**src/rtl/conf_channel_deserializer.sv**
```systemverilog
// Assembles Nchunks consecutive Nin-wide config transfers, little-endian, into one
// Nout-wide word held in an output register so the next word can fill behind a stall.
module conf_channel_deserializer #(
  parameter  int Nin     = 16,
  parameter  int Nout    = 40,
  localparam int Nchunks = (Nout + Nin - 1) / Nin,
  localparam int IdxW    = $clog2(Nchunks + 1)
) (
  input  logic            clk,
  input  logic            reset,
  input  logic            in_v,
  input  logic [Nin-1:0]  in_d,
  output logic            in_a,
  output logic            out_v,
  output logic [Nout-1:0] out_d,
  input  logic            out_a,
  output logic [IdxW-1:0] chunk_idx
);

  localparam int LastW = Nout - (Nchunks - 1) * Nin;

  logic [Nout-1:0] asm_q;
  logic [Nout-1:0] merged;
  logic            last_chunk;
  logic            accept;

  assign last_chunk = (chunk_idx == IdxW'(Nchunks - 1));

  // The final chunk may only enter when the output register is free this cycle,
  // so in_a is combinational on out_a.
  assign in_a   = in_v & (~last_chunk | ~out_v | out_a);
  assign accept = in_v & in_a;

  // Current chunk overlays its slot; the final slot keeps only its low LastW bits.
  for (genvar k = 0; k < Nchunks; k++) begin : g_slot
    localparam int W = (k == Nchunks - 1) ? LastW : Nin;
    assign merged[k*Nin +: W] = (chunk_idx == IdxW'(k)) ? in_d[W-1:0] : asm_q[k*Nin +: W];
  end

  // NOTE: state updates use non-blocking assignments so every register samples
  // pre-edge values, independent of statement order.
  always_ff @(posedge clk) begin
    if (reset) begin
      // NOTE: the assembly buffer is reset along with control so a discarded
      // partial word can never leak into a later output.
      asm_q     <= '0;
      chunk_idx <= '0;
      out_v     <= 1'b0;
      out_d     <= '0;
    end else begin
      if (accept) begin
        if (last_chunk) begin
          out_d     <= merged;
          chunk_idx <= '0;
        end else begin
          asm_q     <= merged;
          chunk_idx <= chunk_idx + IdxW'(1);
        end
      end
      if (accept && last_chunk) begin
        out_v <= 1'b1;
      end else if (out_a) begin
        out_v <= 1'b0;
      end
    end
  end

endmodule

```
**config.mk**
```make
export PLATFORM = sky130hd
export DESIGN_NAME = conf_channel_deserializer
export DESIGN_NICKNAME = d
export VERILOG_FILES = /design/src/rtl/conf_channel_deserializer.sv
export SDC_FILE = /design/constraint.sdc
export NUM_CORES = 1
export LEC_CHECK = 0
export CAP_MARGIN = 10
export CORE_MARGIN = 4
export CORE_UTILIZATION = 54
export CTS_CLUSTER_SIZE = 28
export DETAILED_ROUTE_END_ITERATION = 10
export PLACE_DENSITY = 0.84
export SKIP_LAST_GASP = 1
export SLEW_MARGIN = 10
export SYNTH_ARGS = -nofsm -noshare
export SYNTH_HDL_FRONTEND = slang
export SYNTH_SLANG_ARGS = --single-unit
```
**constraint.sdc**
```tcl
create_clock -name clk -period 2.26 [get_ports clk]
set_input_delay 0.452 -clock clk [delete_from_list [all_inputs] [get_ports clk]]
set_output_delay 0.452 -clock clk [all_outputs]
set_load 0.02 [all_outputs]
```
== Word-level counts from Yosys, hierarchy flattened ==
Index checks and enable logic that the tools add are counted.

* Word-level logic and storage cells: 24
* Register bits: 83
* Bits of input ports: 20

* Bitwise gates (word level): 6
* $add $sub $neg: 1
* Mux-type cells: 6
* Equal/unequal tests: 2
* Reduce and logical (&&, ||, !) cells: 5

{| class="wikitable"
|+ Operators with widths
! cell !! number
|-
| $mux W16 || 2
|-
| $mux W8 || 1
|-
| $reduce_and A2 Y1 || 2
|-
| $add A2 B1 Y2 const B || 1
|-
| $and A1 B1 Y1 || 2
|-
| $eq A2 B1 Y1 const B || 1
|-
| $eq A2 B2 Y1 const B || 1
|-
| $logic_not A2 Y1 || 1
|-
| $mux W1 || 2
|-
| $mux W2 || 1
|-
| $not A1 Y1 || 2
|-
| $or A1 B1 Y1 || 2
|-
| $reduce_bool A2 Y1 || 1
|-
| $logic_and A1 B1 Y1 || 1
|}

== Logic depth before layout (Yosys ltp) ==
Gate-level depths: netlist of the first run.

* Word-level depth: 8
* Gate-level depth with buffers: 6
* Mapped depth without buffers: 3

== Least setup slack after synthesis of the first run ==
OpenSTA, ideal clock, no wires.

* Path type: register to output
* From: reg chunk_idx[0]
* To: out in_a
* Cell stages (with the launch flop): 4
* Slack: 0.764 ns
* Arrival: 1.044 ns
* Data required time: 1.808 ns
* Cell sequence: dfxtp_1 > buf_2 > nor2_1 > a21oi_1

* Cells in the longest elaborated chain, start to end: 5

{| class="wikitable"
|+ Ends and longest elaborated chain
! what !! RTL line !! text
|-
| from (decl) || 17 || <nowiki>output logic [IdxW-1:0] chunk_idx</nowiki>
|-
| from (signal assigned) || 57 || <nowiki>chunk_idx <= chunk_idx + IdxW'(1);</nowiki>
|-
| $eq A2 B2 Y1 || 27 || <nowiki>assign last_chunk = (chunk_idx == IdxW'(Nchunks - 1));</nowiki>
|-
| $not A1 Y1 (no line) || -- ||
|-
| $or A1 B1 Y1 (2 in series) || 31 || <nowiki>assign in_a = in_v & (~last_chunk | ~out_v | out_a);</nowiki>
|-
| $and A1 B1 Y1 || 31 ||
|-
| to (decl) || 13 || <nowiki>output logic in_a,</nowiki>
|}

Every way passes these cells.

== Worst setup path after layout of the first run ==
* From: in out_a
* To: out in_a

* Cells in the longest elaborated chain, start to end: 2

{| class="wikitable"
|+ Ends and longest elaborated chain
! what !! RTL line !! text
|-
| from (decl) || 16 || <nowiki>input logic out_a,</nowiki>
|-
| $or A1 B1 Y1 || 31 ||
|-
| $and A1 B1 Y1 || 31 ||
|}

Every way passes these cells.

==> results.yml, run 1 <==
synthesis:
  syn_avg_cell_area_um2: 9.882
  yosys-top-cells-count: "nand2b_1 (81), dfxtp_1 (75), mux2i_1 (56)"
  synth_area_um2: 3113
  synth_area_leaders: "dfxtp_1 (48%), mux2i_1 (18%), nand2b_1 (16%), nand2_1 (4.0%), a21oi_1 (3.2%)"
  synth_edf_count: 0
  synth_fp_nets: 335
  synth_area_leader_cell: "dfxtp_1"
  yosysWarnings: 0
  async_flop_share: 0
  yosysSeqAreaShare: 0.4823
  synth_top_area_share: 0.4823
  synthDistinctLibCells: 19
  synth-seq-cells: 75
  yosysMostFrequentCell: "nand2b_1"
  syn_inst: 315
  synth_ff_type: "dfxtp_1"
floorplan:
  initial_core_util: 0.5619
  ios: 64
  die-area_um2: 7043
  die_x_um: 83.93
  core_um2: 5540
  std_cell_rows: 27
  die_h_um: 83.93
finish:
  diodes: 0
  syn_to_final_growth_pct: 27.97
  drive_gt1_frac: 0.06897
  stdcell_count: 449
  nNetsFinal: 392
global_routing:
  grt_overflow_total: 0
  grt_max_degree: 64
  grt_use_total: 0.1768
  grt_first_pass_wirelength_um: 10020
  grt_pass1_vias: 2074
  antenna_found_initial: 0
drt:
  num_vias: 2225
  routedWlPerCell_um: 13.68
  drc: 0
  drt_first_pass_iters: 4
  drt-initial-drc-count: 129
  via_per_inst: 4.955
  antenna_left: 0
  wl_um: 6142
sta:
  fin_hold_ws_ps: 456.9
  tightest_slew_ps: 616.7
  skew_ps: 11.44
  period_minus_slack_ps: 2011
  final_max_slew_viol_count: 0
  max-slew-margin-rel: 0.5876
  finalSetupViolCount: 0
  finalHoldViolCount: 0
  rsz0062_at_grt: "no"
  min_period_over_period: 0.8899
  fmax_mhz: 497.2
clocking:
  worstSkewPairLatency_ps: 350
  clock_sinks: 75
  h-tree-depth: 3
  cts_hold_buf: 0
  cts_buffer_depth: 2
  clkSlewWorstSetupHoldPaths_ps: 70
  cts_resized: 1
  cts_made_buffers: 9
  tritoncts: "built"
  clock-root-buffer: "clkbuf_8"
  post_cts_buffers: 0
setup_path:
  critical_path_class: "input pin to primary output"
  path_cells: "clkdlybuf4s50_1, nand2b_1, nor2_1, a21oi_1, dlygate4sd2_1"
  end_kind: "primary output"
  critPathTopFamily: "buffers and inverters"
  worstPathRequired_ps: 1810
  path_max_fanout: 2
  startpoint_type: "input pin"
  cp_slowest_cell: "clkdlybuf4s50_1"
  slowest_delay_ps: 450
  cp_data_arrival_time_ps: 1560
  ff2ff_setup_slack_ps: 800
  crit_buf_inv: 2
placement:
  place.gp.congestion: 0.7568
  dp.cells: 433
  dpl.hpwl_um: 4143
  port_buffers: 63
flow_run:
  cap_violations: 0
power:
  vdd_drop_max_v: 0.0004872
  p_leak_uw: 0.001381
  p_per_area_nw_per_um2: 705.6
outcome:
  outcome: "completed"
min_path:
  hp-class: "flip-flop to flip-flop"
layout by cell type (no fill, tap or decap):
cell type / Yosys / layout
nand3b_1: 1 / 1
bufinv_16: 0 / 2
and3b_1: 1 / 1
dlygate4sd2_1: 0 / 1
and3_2: 0 / 1
o211a_1: 1 / 1
dfxtp_1: 75 / 75
nor3_1: 1 / 1
clkdlybuf4s50_1: 0 / 61
nor2_1: 18 / 18
clkbuf_8: 0 / 10
clkinv_2: 0 / 1
mux2i_1: 56 / 56
nand2b_1: 81 / 81
inv_1: 1 / 1
buf_12: 5 / 5
nor3b_4: 0 / 1
buf_2: 8 / 1
buf_4: 1 / 2
nor2b_1: 1 / 1
nand2_1: 33 / 33
a21oi_1: 20 / 20
clkinv_4: 0 / 1
clkinvlp_4: 0 / 2
tightest hold or removal path, cell delays in order (launching register included):
cell and delay, ps:
dfxtp_1 310, nand2_1 50, a21oi_1 50
flip-flops by register name (all words and copies together), names as in the netlist:
name	flops
out_v	1
out_d	40
asm_q	32
chunk_idx	2
cell type report:
cell class	instances	area (um^2)
repair buffers	70	739.5
multi-input cells	215	1423
inverters	1	3.754
flip-flops and latches	75	1501
clock inverters	6	88.84
clock buffers	10	137.6
well taps	72	90.09
fillers	421	1556
where the power goes:
group | switching, uW | total (uW) | internal, uW
clock | 512 | 1160 | 652
combinational | 124 | 262 | 138
sequential | 25.7 | 1390 | 1360
per-stage QoR:
| stage | util | cell area, um^2 | TNS, ps | total power [uW] | setup slack [ps] |
|---|---|---|---|---|---|
| floorplan | - | 3113 | 0 | 1590 | 763.6 |
| global placement | 0.6784 | 3759 | -1.413 | 1673 | -1.413 |
| detailed placement | 0.6784 | 3759 | -36.83 | 1680 | -36.83 |
| CTS | 0.7191 | 3984 | 0 | 2821 | 229.8 |
| global route | 0.7191 | 3984 | 0 | 2894 | 181.6 |
| finish | 0.7191 | 3984 | 0 | 2811 | 248.9 |
final timing paths:
path | cells past startpoint | startpoint | endpoint
worst max-delay path | 5 | out_a | in_a
worst min-delay path | 2 | asm_q[22]$_SDFFE_PP0P_ | asm_q[22]$_SDFFE_PP0P_
worst max register to register | 3 | chunk_idx[0]$_SDFFE_PP0N_ | asm_q[16]$_SDFFE_PP0P_
worst min register to register | 2 | asm_q[22]$_SDFFE_PP0P_ | asm_q[22]$_SDFFE_PP0P_
kinds of logic (layout without fill, tap and decap cells):
family / after synthesis / in the layout / synth area share
muxes: 56 / 56 / 0.1801
and+or+nand+nor: 138 / 138 / 0.2391
AOI/OAI and AO/OA: 21 / 21 / 0.03537
DFF: 75 / 75 / 0.4823
buffers and inverters: 25 / 87 / 0.06310
metal layers:
layer | up-vias | global-route usage | wire (um)
met2 | 54 | 0.2777 | 2868
met1 | 1027 | 0.2290 | 2887
met3 | 11 | 0.03653 | 260
met5 | - | 0 | 0
met4 | 0 | 0.09064 | 125
li1 | 1133 | - | -
Note: power is estimated with default switching activity, not from simulation.
==> run 2: changes to the inputs <==
--- a/config.mk
+++ b/config.mk
@@ -7,10 +7,10 @@
 export LEC_CHECK = 0
 export CAP_MARGIN = 10
 export CORE_MARGIN = 4
-export CORE_UTILIZATION = 54
+export CORE_UTILIZATION = 50
 export CTS_CLUSTER_SIZE = 28
 export DETAILED_ROUTE_END_ITERATION = 10
-export PLACE_DENSITY = 0.84
+export PLACE_DENSITY = 0.78
 export SKIP_LAST_GASP = 1
 export SLEW_MARGIN = 10
 export SYNTH_ARGS = -nofsm -noshare
==> constraint.sdc (replaced) <==
create_clock -name clk -period 2.3 [get_ports clk]
set_input_delay 0.46 -clock clk [delete_from_list [all_inputs] [get_ports clk]]
set_output_delay 0.46 -clock clk [all_outputs]
set_load 0.02 [all_outputs]
==> run 2 against run 1 <==
  * Routed wire length grew 6.0%
  * Worst hold slack gained 1.9 ps
  * Combinational power is essentially flat
  * Clock skew shrank 2.9 ps
  * Via count shrank 0.13%
==> results.yml, run 2 (synthesized netlist as in run 1, its figures left out) <==
outcome:
  outcome: "completed"
setup_path:
  ff2ff_setup_slack_ps: 810
  path_cells: "clkdlybuf4s50_1, nand2b_1, nor2_1, a21oi_1, dlygate4sd2_1"
  path_max_fanout: 2
  slowest_delay_ps: 450
  cp_slowest_cell: "clkdlybuf4s50_1"
  worstPathRequired_ps: 1840
  cp_data_arrival_time_ps: 1580
  end_kind: "primary output"
  critical_path_class: "input pin to primary output"
  critPathTopFamily: "buffers and inverters"
  crit_buf_inv: 2
  startpoint_type: "input pin"
finish:
  reg_top3: "out_d (40), asm_q (32), chunk_idx (2)"
  syn_to_final_growth_pct: 29.58
  drive_gt1_frac: 0.07388
  most-common-layout-cells: "nand2b_1 (81), dfxtp_1 (75), clkdlybuf4s50_1 (61), mux2i_1 (56), nand2_1 (33)"
  fin_area_um2: 4034
  largest_reg_flops: 40
  largest_register: "out_d"
  final_common_cell: "nand2b_1"
  fillers: 464
  diodes: 0
  nNetsFinal: 395
power:
  vdd_drop_max_v: 0.0005434
  p_leak_uw: 0.001417
  p_per_area_nw_per_um2: 731.7
  p_total_uw: 2951
clocking:
  h-tree-depth: 3
  tritoncts: "built"
  cts_buffer_depth: 2
  cts_made_buffers: 9
  clock-root-buffer: "clkbuf_8"
  clock_sinks: 75
  worstSkewPairLatency_ps: 350
  clkSlewWorstSetupHoldPaths_ps: 70
  post_cts_buffers: 0
floorplan:
  die_x_um: 86.91
  std_cell_rows: 28
  ios: 64
  core_um2: 5991
  die-area_um2: 7552
  initial_core_util: 0.5196
  die_h_um: 86.91
sta:
  skew_ps: 8.547
  fmax_mhz: 491.2
  fin_ws_ps: 264.2
  rsz0062_at_grt: "no"
  fin_hold_ws_ps: 458.8
  min_period_over_period: 0.8851
  period_minus_slack_ps: 2036
  finalHoldViolCount: 0
  max-slew-margin-rel: 0.5886
  final_max_slew_viol_count: 0
  finalSetupViolCount: 0
  tightest_slew_ps: 615.2
  setup_tns_ps: 0
global_routing:
  grt_max_degree: 78
  antenna_found_initial: 0
  grt_first_pass_wirelength_um: 10830
  grtUsageMet3: 0.04920
  grt_overflow_total: 0
  grt_pass1_vias: 2294
  grt_use_total: 0.1851
  grtUsageMet1: 0.2376
  grt_use_met2: 0.2940
  grt-busiest-layer: "met2"
placement:
  place_ws_ps: -13.77
  dpl.hpwl_um: 4331
  port_buffers: 63
  placed_area_um2: 3772
  place.gp.congestion: 0.7645
drt:
  drt_first_pass_iters: 4
  drc: 0
  routedWlPerCell_um: 14.33
  drt-initial-drc-count: 148
  wl_um: 6508
  via_per_inst: 4.894
  antenna_left: 0
  num_vias: 2222
flow_run:
  cap_violations: 0
min_path:
  hp-class: "flip-flop to flip-flop"
-- run 2: cell types whose count changed in the layout (fill, tap and decap cells not counted) --
cell / change
clkinv_4: -1
clkinvlp_4: -2
bufinv_16: +2
buf_4: +4
buf_12: -1
-- run 2: routing by layer --
metal	up-vias	wire length, um	share of wire
met5	-	0	0
met4	0	68	0.010
met3	6	321	0.049
met2	51	3082	0.47
met1	1030	3036	0.47
li1	1135	-	-
-- run 2: where the power goes --
part           total, uW  internal, uW  switching (uW)  leakage [uW]
Combinational        259           135             124      0.000676
Sequential          1360          1340            25.8      0.000608
Clock               1330           852             478      0.000132
-- run 2: final timing paths --
path / from / to / cells after the start
setup / recovery: out_a / in_a / 5
setup reg to reg: chunk_idx[0]$_SDFFE_PP0N_ / asm_q[23]$_SDFFE_PP0P_ / 3
hold reg to reg: asm_q[22]$_SDFFE_PP0P_ / asm_q[22]$_SDFFE_PP0P_ / 2
hold / removal: asm_q[22]$_SDFFE_PP0P_ / asm_q[22]$_SDFFE_PP0P_ / 2
-- run 2: metrics by stage --
step | util | cells
5_1_grt | 0.6734 | 454
3_5_place_dp | 0.6297 | 439
4_1_cts | 0.6734 | 454
3_3_place_gp | 0.6297 | 439
6_report | 0.6734 | 454
2_1_floorplan | - | 315
-- run 2: layout make-up --
| type | instances | area, um^2 | share of cell area |
|---|---|---|---|
| well taps | 75 | 93.84 | 0.02326 |
| flip-flops and latches | 75 | 1501 | 0.3722 |
| repair buffers | 73 | 749.5 | 0.1858 |
| clock inverters | 5 | 125.1 | 0.03102 |
| inverters | 1 | 3.754 | 0.0009305 |
| multi-input cells | 215 | 1423 | 0.3527 |
| clock buffers | 10 | 137.6 | 0.03412 |
-- run 2: worst reg2reg max path: cells and delay by family (launching register included) --
family	cells	cell delay, ps
AOI/OAI and AO/OA	1	90
DFF	1	530
and+or+nand+nor	2	750
-- run 2: timing repair --
action | CTS | global route
hold buffers | 0 | 0
setup endpoints to repair | 1 | 0
hold endpoints to repair | 0 | 0
gates resized for setup | 1 | 0
==> run 3: changes to the inputs <==
--- a/config.mk
+++ b/config.mk
@@ -5,6 +5,7 @@
 export SDC_FILE = /design/constraint.sdc
 export NUM_CORES = 1
 export LEC_CHECK = 0
+export ABC_CLOCK_PERIOD_IN_PS = 2300
 export CAP_MARGIN = 10
 export CORE_MARGIN = 4
 export CORE_UTILIZATION = 50
==> results of run 3 <==
The final DEF is identical to that of run 2; final timing and power are the same.
